==> config.mk <==
export PLATFORM = sky130hd
export DESIGN_NAME = core_cache_arb_flat
export DESIGN_NICKNAME = d
export VERILOG_FILES = /design/src/rtl/core_cache_arb_if.sv /design/src/rtl/core_cache_arb.sv /design/src/flat_wrapper.sv
export SDC_FILE = /design/constraint.sdc
export NUM_CORES = 1
export LEC_CHECK = 0
export BUFFER_PORTS_ARGS = -buffer_cell sky130_fd_sc_hd__buf_4
export CORE_MARGIN = 2
export CORE_UTILIZATION = 42
export CTS_CLUSTER_DIAMETER = 120
export DETAILED_ROUTE_END_ITERATION = 8
export GPL_TIMING_DRIVEN = 0
export PLACE_DENSITY = 0.77
export SLEW_MARGIN = 20
export SYNTH_ARGS = -nofsm -noshare
export SYNTH_HDL_FRONTEND = slang
export SYNTH_SLANG_ARGS = --single-unit
==> constraint.sdc <==
create_clock -name clk -period 4.4 [get_ports clk]
set_input_delay 0.44 -clock clk [delete_from_list [all_inputs] [get_ports clk]]
set_output_delay 0.44 -clock clk [all_outputs]
set_load 0.02 [all_outputs]
==> src/rtl/core_cache_arb_if.sv <==
// Requester and cache handshake bundle for core_cache_arb.
// slave is the arbiter's view; master is the requester/cache side.
interface core_cache_arb_if #(
   parameter int ADDR_WIDTH = 32,
   parameter int DATA_WIDTH = 32
);
   logic                  if_req_i;
   logic [ADDR_WIDTH-1:0] if_addr_i;
   logic                  if_addr_ack_o;
   logic                  if_data_ack_o;
   logic [DATA_WIDTH-1:0] if_rd_data_o;

   logic                  ls_req_i;
   logic                  ls_op_i;
   logic [ADDR_WIDTH-1:0] ls_addr_i;
   logic [3:0]            ls_wr_en_i;
   logic [DATA_WIDTH-1:0] ls_wr_data_i;
   logic                  ls_addr_ack_o;
   logic                  ls_data_ack_o;
   logic [DATA_WIDTH-1:0] ls_rd_data_o;

   logic                  cache_req_o;
   logic                  cache_op_o;
   logic [ADDR_WIDTH-1:0] cache_addr_o;
   logic [3:0]            cache_wr_en_o;
   logic [DATA_WIDTH-1:0] cache_wr_data_o;
   logic [DATA_WIDTH-1:0] cache_rd_data_i;
   logic                  cache_addr_ack_i;
   logic                  cache_data_ack_i;

   modport slave (
      input  if_req_i, if_addr_i,
      output if_addr_ack_o, if_data_ack_o, if_rd_data_o,
      input  ls_req_i, ls_op_i, ls_addr_i, ls_wr_en_i, ls_wr_data_i,
      output ls_addr_ack_o, ls_data_ack_o, ls_rd_data_o,
      output cache_req_o, cache_op_o, cache_addr_o, cache_wr_en_o, cache_wr_data_o,
      input  cache_rd_data_i, cache_addr_ack_i, cache_data_ack_i
   );

   modport master (
      output if_req_i, if_addr_i,
      input  if_addr_ack_o, if_data_ack_o, if_rd_data_o,
      output ls_req_i, ls_op_i, ls_addr_i, ls_wr_en_i, ls_wr_data_i,
      input  ls_addr_ack_o, ls_data_ack_o, ls_rd_data_o,
      input  cache_req_o, cache_op_o, cache_addr_o, cache_wr_en_o, cache_wr_data_o,
      output cache_rd_data_i, cache_addr_ack_i, cache_data_ack_i
   );
endinterface

==> src/rtl/core_cache_arb.sv <==
// Fetch/LSU arbiter in front of the cache request port: LSU priority with a
// starvation limit for fetch, one outstanding transaction, back-to-back grants.
module core_cache_arb #(
   parameter int ADDR_WIDTH   = 32,
   parameter int DATA_WIDTH   = 32,
   parameter int STARVE_LIMIT = 4
) (
   input  logic clk,
   input  logic rst,
   core_cache_arb_if.slave bus,
   output logic busy_o
);
   typedef enum logic [1:0] {IDLE, ADDR, DATA} state_t;

   localparam logic [3:0] LIMIT = 4'(STARVE_LIMIT);

   state_t                state;
   logic                  owner;        // 0 = fetch, 1 = LSU
   logic [3:0]            starve_cnt;
   logic                  cache_req;
   logic                  cache_op;
   logic [ADDR_WIDTH-1:0] cache_addr;
   logic [3:0]            cache_wr_en;
   logic [DATA_WIDTH-1:0] cache_wr_data;
   logic [DATA_WIDTH-1:0] if_rd_q;
   logic [DATA_WIDTH-1:0] ls_rd_q;

   logic complete;
   logic grant_ok;
   logic fetch_first;
   logic grant_if;
   logic grant_ls;

   assign complete    = (state == ADDR && bus.cache_addr_ack_i && bus.cache_data_ack_i) ||
                        (state == DATA && bus.cache_data_ack_i);
   // Gating with rst keeps the combinational acks quiet while reset is held.
   assign grant_ok    = !rst && (state == IDLE || complete);
   assign fetch_first = bus.if_req_i && (!bus.ls_req_i || starve_cnt == LIMIT);
   assign grant_if    = grant_ok && fetch_first;
   assign grant_ls    = grant_ok && bus.ls_req_i && !fetch_first;

   assign bus.if_addr_ack_o   = grant_if;
   assign bus.ls_addr_ack_o   = grant_ls;
   assign bus.if_data_ack_o   = complete && !owner;
   assign bus.ls_data_ack_o   = complete && owner;
   assign bus.if_rd_data_o    = (complete && !owner) ? bus.cache_rd_data_i : if_rd_q;
   assign bus.ls_rd_data_o    = (complete && owner)  ? bus.cache_rd_data_i : ls_rd_q;

   assign bus.cache_req_o     = cache_req;
   assign bus.cache_op_o      = cache_op;
   assign bus.cache_addr_o    = cache_addr;
   assign bus.cache_wr_en_o   = cache_wr_en;
   assign bus.cache_wr_data_o = cache_wr_data;
   assign busy_o              = (state != IDLE);

   always_ff @(posedge clk or posedge rst) begin
      if (rst) begin
         state         <= IDLE;
         owner         <= 1'b0;
         starve_cnt    <= '0;
         cache_req     <= 1'b0;
         cache_op      <= 1'b0;
         cache_addr    <= '0;
         cache_wr_en   <= '0;
         cache_wr_data <= '0;
         if_rd_q       <= '0;
         ls_rd_q       <= '0;
      end else begin
         case (state)
            IDLE: ;
            ADDR: begin
               if (bus.cache_addr_ack_i) begin
                  cache_req <= 1'b0;
                  state     <= bus.cache_data_ack_i ? IDLE : DATA;
               end
            end
            DATA: begin
               if (bus.cache_data_ack_i) state <= IDLE;
            end
            default: state <= IDLE;
         endcase

         if (complete) begin
            if (owner) ls_rd_q <= bus.cache_rd_data_i;
            else       if_rd_q <= bus.cache_rd_data_i;
         end

         // A grant (from IDLE or the completion cycle) overrides the above.
         if (grant_if) begin
            state         <= ADDR;
            owner         <= 1'b0;
            cache_req     <= 1'b1;
            cache_op      <= 1'b0;
            cache_addr    <= bus.if_addr_i;
            cache_wr_en   <= '0;
            cache_wr_data <= '0;
            starve_cnt    <= '0;
         end else if (grant_ls) begin
            state         <= ADDR;
            owner         <= 1'b1;
            cache_req     <= 1'b1;
            cache_op      <= bus.ls_op_i;
            cache_addr    <= bus.ls_addr_i;
            cache_wr_en   <= bus.ls_op_i ? bus.ls_wr_en_i : 4'b0000;
            cache_wr_data <= bus.ls_wr_data_i;
            if (!bus.if_req_i)          starve_cnt <= '0;
            else if (starve_cnt != LIMIT) starve_cnt <= starve_cnt + 4'd1;
         end
      end
   end
endmodule

==> src/flat_wrapper.sv <==
// flat-port wrapper written by rule: the top's interface ports become plain ports
module core_cache_arb_flat 
#(
   parameter int ADDR_WIDTH   = 32,
   parameter int DATA_WIDTH   = 32,
   parameter int STARVE_LIMIT = 4
)
  (clk, rst, busy_o, bus_if_req_i, bus_if_addr_i, bus_if_addr_ack_o, bus_if_data_ack_o, bus_if_rd_data_o, bus_ls_req_i, bus_ls_op_i, bus_ls_addr_i, bus_ls_wr_en_i, bus_ls_wr_data_i, bus_ls_addr_ack_o, bus_ls_data_ack_o, bus_ls_rd_data_o, bus_cache_req_o, bus_cache_op_o, bus_cache_addr_o, bus_cache_wr_en_o, bus_cache_wr_data_o, bus_cache_rd_data_i, bus_cache_addr_ack_i, bus_cache_data_ack_i);
  core_cache_arb_if #(.ADDR_WIDTH(ADDR_WIDTH), .DATA_WIDTH(DATA_WIDTH)) bus_i ();
  input  logic clk;
  input  logic rst;
  output logic busy_o;
  input wire logic [$bits(bus_i.if_req_i)-1:0] bus_if_req_i;
  input wire logic [$bits(bus_i.if_addr_i)-1:0] bus_if_addr_i;
  output wire logic [$bits(bus_i.if_addr_ack_o)-1:0] bus_if_addr_ack_o;
  output wire logic [$bits(bus_i.if_data_ack_o)-1:0] bus_if_data_ack_o;
  output wire logic [$bits(bus_i.if_rd_data_o)-1:0] bus_if_rd_data_o;
  input wire logic [$bits(bus_i.ls_req_i)-1:0] bus_ls_req_i;
  input wire logic [$bits(bus_i.ls_op_i)-1:0] bus_ls_op_i;
  input wire logic [$bits(bus_i.ls_addr_i)-1:0] bus_ls_addr_i;
  input wire logic [$bits(bus_i.ls_wr_en_i)-1:0] bus_ls_wr_en_i;
  input wire logic [$bits(bus_i.ls_wr_data_i)-1:0] bus_ls_wr_data_i;
  output wire logic [$bits(bus_i.ls_addr_ack_o)-1:0] bus_ls_addr_ack_o;
  output wire logic [$bits(bus_i.ls_data_ack_o)-1:0] bus_ls_data_ack_o;
  output wire logic [$bits(bus_i.ls_rd_data_o)-1:0] bus_ls_rd_data_o;
  output wire logic [$bits(bus_i.cache_req_o)-1:0] bus_cache_req_o;
  output wire logic [$bits(bus_i.cache_op_o)-1:0] bus_cache_op_o;
  output wire logic [$bits(bus_i.cache_addr_o)-1:0] bus_cache_addr_o;
  output wire logic [$bits(bus_i.cache_wr_en_o)-1:0] bus_cache_wr_en_o;
  output wire logic [$bits(bus_i.cache_wr_data_o)-1:0] bus_cache_wr_data_o;
  input wire logic [$bits(bus_i.cache_rd_data_i)-1:0] bus_cache_rd_data_i;
  input wire logic [$bits(bus_i.cache_addr_ack_i)-1:0] bus_cache_addr_ack_i;
  input wire logic [$bits(bus_i.cache_data_ack_i)-1:0] bus_cache_data_ack_i;
  assign bus_i.if_req_i = bus_if_req_i;
  assign bus_i.if_addr_i = bus_if_addr_i;
  assign bus_if_addr_ack_o = bus_i.if_addr_ack_o;
  assign bus_if_data_ack_o = bus_i.if_data_ack_o;
  assign bus_if_rd_data_o = bus_i.if_rd_data_o;
  assign bus_i.ls_req_i = bus_ls_req_i;
  assign bus_i.ls_op_i = bus_ls_op_i;
  assign bus_i.ls_addr_i = bus_ls_addr_i;
  assign bus_i.ls_wr_en_i = bus_ls_wr_en_i;
  assign bus_i.ls_wr_data_i = bus_ls_wr_data_i;
  assign bus_ls_addr_ack_o = bus_i.ls_addr_ack_o;
  assign bus_ls_data_ack_o = bus_i.ls_data_ack_o;
  assign bus_ls_rd_data_o = bus_i.ls_rd_data_o;
  assign bus_cache_req_o = bus_i.cache_req_o;
  assign bus_cache_op_o = bus_i.cache_op_o;
  assign bus_cache_addr_o = bus_i.cache_addr_o;
  assign bus_cache_wr_en_o = bus_i.cache_wr_en_o;
  assign bus_cache_wr_data_o = bus_i.cache_wr_data_o;
  assign bus_i.cache_rd_data_i = bus_cache_rd_data_i;
  assign bus_i.cache_addr_ack_i = bus_cache_addr_ack_i;
  assign bus_i.cache_data_ack_i = bus_cache_data_ack_i;
  core_cache_arb #(.ADDR_WIDTH(ADDR_WIDTH), .DATA_WIDTH(DATA_WIDTH), .STARVE_LIMIT(STARVE_LIMIT)) u_core (.clk(clk), .rst(rst), .bus(bus_i), .busy_o(busy_o));
endmodule
==> results of run 1 <==
[state kept, by name, indices dropped and copies added (netlist names)]
| name | count |
|---|---|
| u_core.bus.cache_addr_o | 32 |
| u_core.bus.cache_op_o | 1 |
| u_core.bus.cache_req_o | 1 |
| u_core.bus.cache_wr_data_o | 32 |
| u_core.bus.cache_wr_en_o | 4 |
| u_core.if_rd_q | 32 |
| u_core.ls_rd_q | 32 |
| u_core.owner | 1 |
| u_core.starve_cnt | 4 |
| u_core.state | 2 |
[report_power, final]
part | switching (mW) | internal (mW)
sequential | 0.192 | 1.77
combinational | 1.28 | 1.04
clock | 0.556 | 1.18
total | 2.03 | 3.99
[critical path, cell delays in order (launching register included)]
cell and delay [ps]:
dfrtp_1 420, nor2b_1 180, mux2i_1 150, nor3b_2 500
buf_4 310, mux2_2 380, buf_4 160
[Yosys cell counts]
master	instances	area share
dfrtp_1	141	0.61
nand2_1	101	0.066
a21oi_1	66	0.057
mux2_2	64	0.12
nor2_1	40	0.026
nand3_1	34	0.030
buf_2	12	0.010
clkbuf_1	10	0.0065
buf_6	6	0.012
inv_1	6	0.0039
a22o_1	4	0.0061
buf_4	4	0.0052
nand3b_1	3	0.0039
a31oi_1	2	0.0022
ha_1	2	0.0043
a2111o_1	1	0.0020
a2111oi_4	1	0.0048
a211oi_1	1	0.0013
a21bo_2	1	0.0017
a21boi_1	1	0.0013
a21o_1	1	0.0013
a41oi_1	1	0.0015
and2_1	1	0.0011
and3_1	1	0.0011
mux2i_1	1	0.0017
nand2b_1	1	0.0011
nand4_1	1	0.0011
nor2b_1	1	0.0011
nor3_1	1	0.00087
nor3b_2	1	0.0022
o211ai_1	1	0.0013
o21ai_0	1	0.00087
o21ba_2	1	0.0017
o22ai_1	1	0.0011
or2_2	1	0.0011
[area by class of cell]
class	count	share of cell area
flip-flops and latches	141	0.400
repair buffers	278	0.239
multi-input cells	336	0.229
clock buffers	17	0.0482
clock inverters	15	0.0331
well taps	176	0.0250
plain buffers	32	0.0221
inverters	6	0.00341
[worst paths after layout]
kind / startpoint / endpoint / slack [ps]
setup / recovery: u_core.state[1] / bus_if_rd_data_o[18] / 1440
hold / removal: rst / u_core.bus.cache_wr_data_o[16] / 70
setup reg to reg: u_core.starve_cnt[0] / u_core.bus.cache_addr_o[23] / 2250
hold reg to reg: u_core.bus.cache_wr_data_o[25] / u_core.bus.cache_wr_data_o[25] / 460
max in group asynchronous: rst / u_core.bus.cache_wr_data_o[21] / 3590
min in group clk: bus_cache_data_ack_i / u_core.state[1] / 210
[per-stage QoR]
| step | util | instances | hold WS [ps] | power, mW |
|---|---|---|---|---|
| floorplan | - | 515 | 475 | 3.24 |
| global placement | 0.604 | 968 | 452 | 4.24 |
| detailed placement | 0.607 | 969 | 458 | 4.32 |
| CTS | 0.661 | 1001 | 91.7 | 6.07 |
| global route | 0.661 | 1001 | 97.2 | 6.32 |
| finish | 0.661 | 1001 | 74.5 | 6.02 |
[cell families (layout without fill, tap and decap cells)]
logic type | count (synthesis) | in the layout | share of synthesized area
DFF | 141 | 141 | 0.612
muxes | 65 | 65 | 0.127
adders and majority gates | 2 | 2 | 0.00434
buffers and inverters | 38 | 348 | 0.0378
and+or+nand+nor | 186 | 186 | 0.135
AOI/OAI and AO/OA | 83 | 83 | 0.0844
[routing by layer]
metal | vias to the layer above | share of wire
met5 | - | 0
met4 | 0 | 0.032
met3 | 42 | 0.089
met2 | 236 | 0.51
met1 | 2446 | 0.37
li1 | 2340 | -
==> impl_metrics.csv, run 1 <==
group,metric,value,unit
grt,grt_max_degree,79,
timing,fin_crit_sh,0.672,
die,die_x,121,um
die,initial_utilization,0.432,
die,dieArea,14700,um2
worst_setup_path,crit_path_start_kind,"register",
yosys,yosys_warnings,0,
outcome,run_status,"completed",
clock_network,htreeDepth,4,
timing,setup_ws,1440,ps
finish,final_common_cell,"buf_4",
worst_setup_path,worst-path-max-fanout,10,
finish,n_antenna_cell,0,
die,ioPinCount,278,
yosys,syn-cell-area,5770,um2
yosys,syn_inst,515,
place,place_ws,1790,ps
worst_setup_path,rr_worst_depth,8,
timing,rsz0062_at_grt,"false",
timing,worstMarginPinSlew,555,ps
finish,layout_common_cells,"buf_4 (281), dfrtp_1 (141), nand2_1 (101), a21oi_1 (66), mux2_2 (64)",
finish,nets,953,
grt,grt_pass1_wl,26700,um
timing,period_minus_slack,2960,ps
timing,finalHoldViolCount,0,
finish,drive_gt1_frac,0.487,
place,placed_cell_area,8100,um2
clock_network,path_clk_slew,60,ps
clock_network,cts_resized,0,
finish,final_cell_area,8820,um2
yosys,synth.net_count,656,
grt,overflow,0,
place,dpl.hpwl,12600,um
job,max_cap_violations,0,
detailed_routing,first_pass_iters,4,
finish,n_fill_cell,1053,
die,fp-row-count,42,
grt,first_global_vias,5347,
finish,multi_input_area,2020,um2
timing,max_freq,338,MHz
detailed_routing,route.detailed.drc,0,
power_and_ir_drop,max-vdd-ir-drop,0.257,mV
place,gp_congestion,0.787,
worst_setup_path,crit_type,"reg2out",
timing,slew_viol_final,0,
clock_network,cts_root_buf,"clkbuf_16",
detailed_routing,dr.first_iter.drc_count,260,
timing,slew_headroom,0.628,
worst_setup_path,cp.required,3960,ps
clock_network,cts_tree,"done",
die,coreArea,13300,um2
detailed_routing,vias,5064,
grt,grt_antenna_before_repair,0,
power_and_ir_drop,p_leak,4.46,nW
yosys,synth.avg_cell_area,11.2,um2
timing,finalSetupViolCount,0,
clock_network,post_cts_buffers,0,
grt,busiest_layer,"met2",
yosys,ys_types,35,
clock_network,clock_sinks,141,
worst_setup_path,arrival,2520,ps
detailed_routing,drt_wl_total,16800,um
clock_network,clockBufferDepth,2,
yosys,ys_ff_latch,141,
timing,skew,10.7,ps
power_and_ir_drop,power_density,682,nW/um2
clock_network,cts_buffers,17,
place,port_buffers,277,
clock_network,cts_hold_buf,0,
die,die_h,121,um
worst_setup_path,cp-end-kind,"output pin",
timing,final.setup.tns,0,ps
hold_path,min_path_type,"in2async",
grt,grtUsageTotal,0.235,
detailed_routing,vias_per_cell,5.06,
finish,ff_latch_area,3530,um2
yosys,ys_seq_area_frac,0.612,
grt,met2_usage,0.412,
grt,grtUsageMet3,0.0846,
finish,syn_to_final_growth,52.9,%
detailed_routing,drtAntennaViolNets,0,
detailed_routing,wl_per_cell,16.8,um
clock_network,clkLatencyLatePin,420,ps
grt,grtUsageMet1,0.256,
Power figures use the tool's default switching activity.
==> run 2: changes to the inputs <==
Settings changed: ABC_AREA set to 1, CORE_UTILIZATION 42 to 47, PLACE_DENSITY 0.77 to 0.8.
Clock period 4.4 ns to 2.8 ns, I/O delays scaled along.
==> impl_metrics.csv, run 2 <==
group,metric,value,unit
detailed_routing,first_pass_iters,4,
timing,finalSetupViolCount,0,
clock_network,cts_buffers,17,
finish,drive_gt1_frac,0.328,
job,max_cap_violations,0,
die,fp-row-count,41,
grt,first_global_vias,5597,
power_and_ir_drop,power_density,1020,nW/um2
die,dieArea,13800,um2
yosys,yosysTopAreaCell,"dfrtp_1",
die,initial_utilization,0.480,
yosys,syn_inst,728,
timing,final.setup.tns,0,ps
yosys,ys_ff_latch,141,
yosys,ys_seq_area_frac,0.585,
clock_network,cts_tree,"done",
yosys,yosys.area.top_type_share,0.585,
outcome,run_status,"completed",
timing,max_freq,404,MHz
worst_setup_path,arrival,2190,ps
detailed_routing,route.detailed.drc,0,
finish,instances_no_fill,1209,
finish,n_antenna_cell,0,
clock_network,path_clk_slew,60,ps
finish,layout_common_cells,"buf_4 (280), nand2_1 (269), dfrtp_1 (141), inv_1 (99), nor2_1 (65)",
grt,grt_antenna_before_repair,0,
yosys,synth_commonest_cells,"nand2_1 (269), dfrtp_1 (141), inv_1 (99)",
clock_network,clockBufferDepth,2,
finish,syn_to_final_growth,48.6,%
timing,skew,8.32,ps
place,gp_congestion,0.829,
yosys,yosys_warnings,0,
die,die_h,117,um
die,ioPinCount,278,
worst_setup_path,cp-end-kind,"output pin",
timing,worstMarginPinSlew,465,ps
clock_network,cts_hold_buf,0,
detailed_routing,wl_per_cell,14.6,um
worst_setup_path,cp.required,2520,ps
yosys,ys_types,23,
worst_setup_path,r2r-start,"u_core.starve_cnt[0]",
worst_setup_path,rr_worst_depth,8,
hold_path,hold_path_depth,2,
place,port_buffers,277,
worst_setup_path,crit_path_start_kind,"register",
yosys,synth_ff_type,"dfrtp_1",
yosys,synthArstFlopShare,1.00,
grt,overflow,0,
clock_network,htreeDepth,4,
detailed_routing,dr.first_iter.drc_count,361,
detailed_routing,drtAntennaViolNets,0,
clock_network,clkLatencyLatePin,420,ps
timing,fin_crit_sh,0.884,
hold_path,hp-start,"bus_cache_data_ack_i",
yosys,yosys.cell_count.top_type,"nand2_1",
timing,finalHoldViolCount,0,
timing,slew_headroom,0.690,
worst_setup_path,crit_type,"reg2out",
grt,grt_pass1_wl,27200,um
finish,nets,1166,
finish,final_common_cell,"buf_4",
worst_setup_path,reg2reg_slack,980,ps
worst_setup_path,r2r-end,"u_core.bus.cache_addr_o[16]",
detailed_routing,drt_wl_total,17700,um
place,dpl.hpwl,12900,um
yosys,yosys-top-cells-area,"dfrtp_1 (58%), nand2_1 (17%), inv_1 (6.2%), o21ai_0 (5.3%), nor2_1 (4.0%)",
power_and_ir_drop,p_leak,5.21,nW
power_and_ir_drop,max-vdd-ir-drop,0.519,mV
worst_setup_path,worst-path-max-fanout,10,
yosys,syn-cell-area,6030,um2
detailed_routing,vias_per_cell,4.73,
clock_network,clock_sinks,141,
yosys,synth.avg_cell_area,8.29,um2
clock_network,cts_resized,0,
hold_path,min_path_type,"in2reg",
grt,grtUsageTotal,0.258,
hold_path,min_to,"u_core.state[1]",
clock_network,post_cts_buffers,0,
timing,slew_viol_final,0,
grt,grt_max_degree,98,
clock_network,cts_root_buf,"clkbuf_16",
detailed_routing,vias,5719,
timing,rsz0062_at_grt,"false",
place,dp_cells,1178,
die,die_x,117,um
yosys,synth_edf_count,0,
yosys,synth.net_count,869,
timing,period_minus_slack,2470,ps
die,coreArea,12600,um2
run 2: kinds of logic (layout without fill, tap and decap cells):
kind of cell | count (synthesis) | after routing | synth area share
buffers and inverters | 136 | 445 | 0.0956
AND/OR/NAND/NOR | 375 | 375 | 0.251
adder cells (fa/ha/maj) | 2 | 2 | 0.00415
XOR/XNOR | 2 | 2 | 0.00290
AO/OA/AOI/OAI | 72 | 72 | 0.0612
flip-flops | 141 | 141 | 0.585
run 2: critical path, cell delays in order (launching register included):
cell	delay [ps]
dfrtp_1	410
inv_1	100
nand3_1	110
nand2_1	100
nand3_1	90
buf_2	190
clkbuf_1	240
o21ai_0	330
buf_4	210
run 2: power by group:
group,total (mW),leakage [nW],switching [mW],internal [mW]
clock network,2.27,0.296,0.824,1.45
registers,3.10,1.75,0.317,2.79
logic,3.79,3.16,2.28,1.51
run 2: layer usage:
metal | routed length [um] | vias up | track usage | part of all wire
met2 | 8890 | 214 | 0.438 | 0.50
met4 | 526 | 0 | 0.108 | 0.030
met3 | 1300 | 39 | 0.0788 | 0.073
met5 | 0 | - | 0 | 0
met1 | 7000 | 2645 | 0.304 | 0.40
li1 | - | 2821 | - | -
run 2: area by class of cell:
class                   instances  area, um2
flip-flops and latches        141       3530
well taps                     172        215
plain buffers                  37        216
clock buffers                  26        519
multi-input cells             451       1930
inverters                      99        372
clock inverters                 5       78.8
repair buffers                278       2110
fillers                       973       3600
run 2: worst max-delay path by stage:
| stage | from | end | slack (ps) | cells past startpoint |
|---|---|---|---|---|
| 2_1_floorplan | rst | u_core.bus.cache_addr_o[12] | 770 | 6 |
| 6_report | u_core.state[1] | bus_ls_rd_data_o[16] | 330 | 8 |
| 5_1_grt | u_core.state[1] | bus_if_rd_data_o[23] | 80 | 8 |
| 4_1_cts | u_core.state[1] | bus_if_rd_data_o[23] | 310 | 8 |
| 3_5_place_dp | rst | u_core.bus.cache_addr_o[10] | 770 | 8 |
| 3_3_place_gp | rst | u_core.bus.cache_addr_o[10] | 70 | 7 |
run 2: metrics by stage:
step            util  cell area (um2)  worst slack (ps)  total power [mW]  hold WS, ps
2_1_floorplan      -             6040               766              5.12          343
3_3_place_gp   0.663             8330              68.7              6.80          464
3_5_place_dp   0.666             8370               773              6.91          467
4_1_cts        0.713             8960               313              9.21         33.3
5_1_grt        0.713             8960              77.6              9.68         41.4
6_report       0.713             8960               325              9.16         50.6
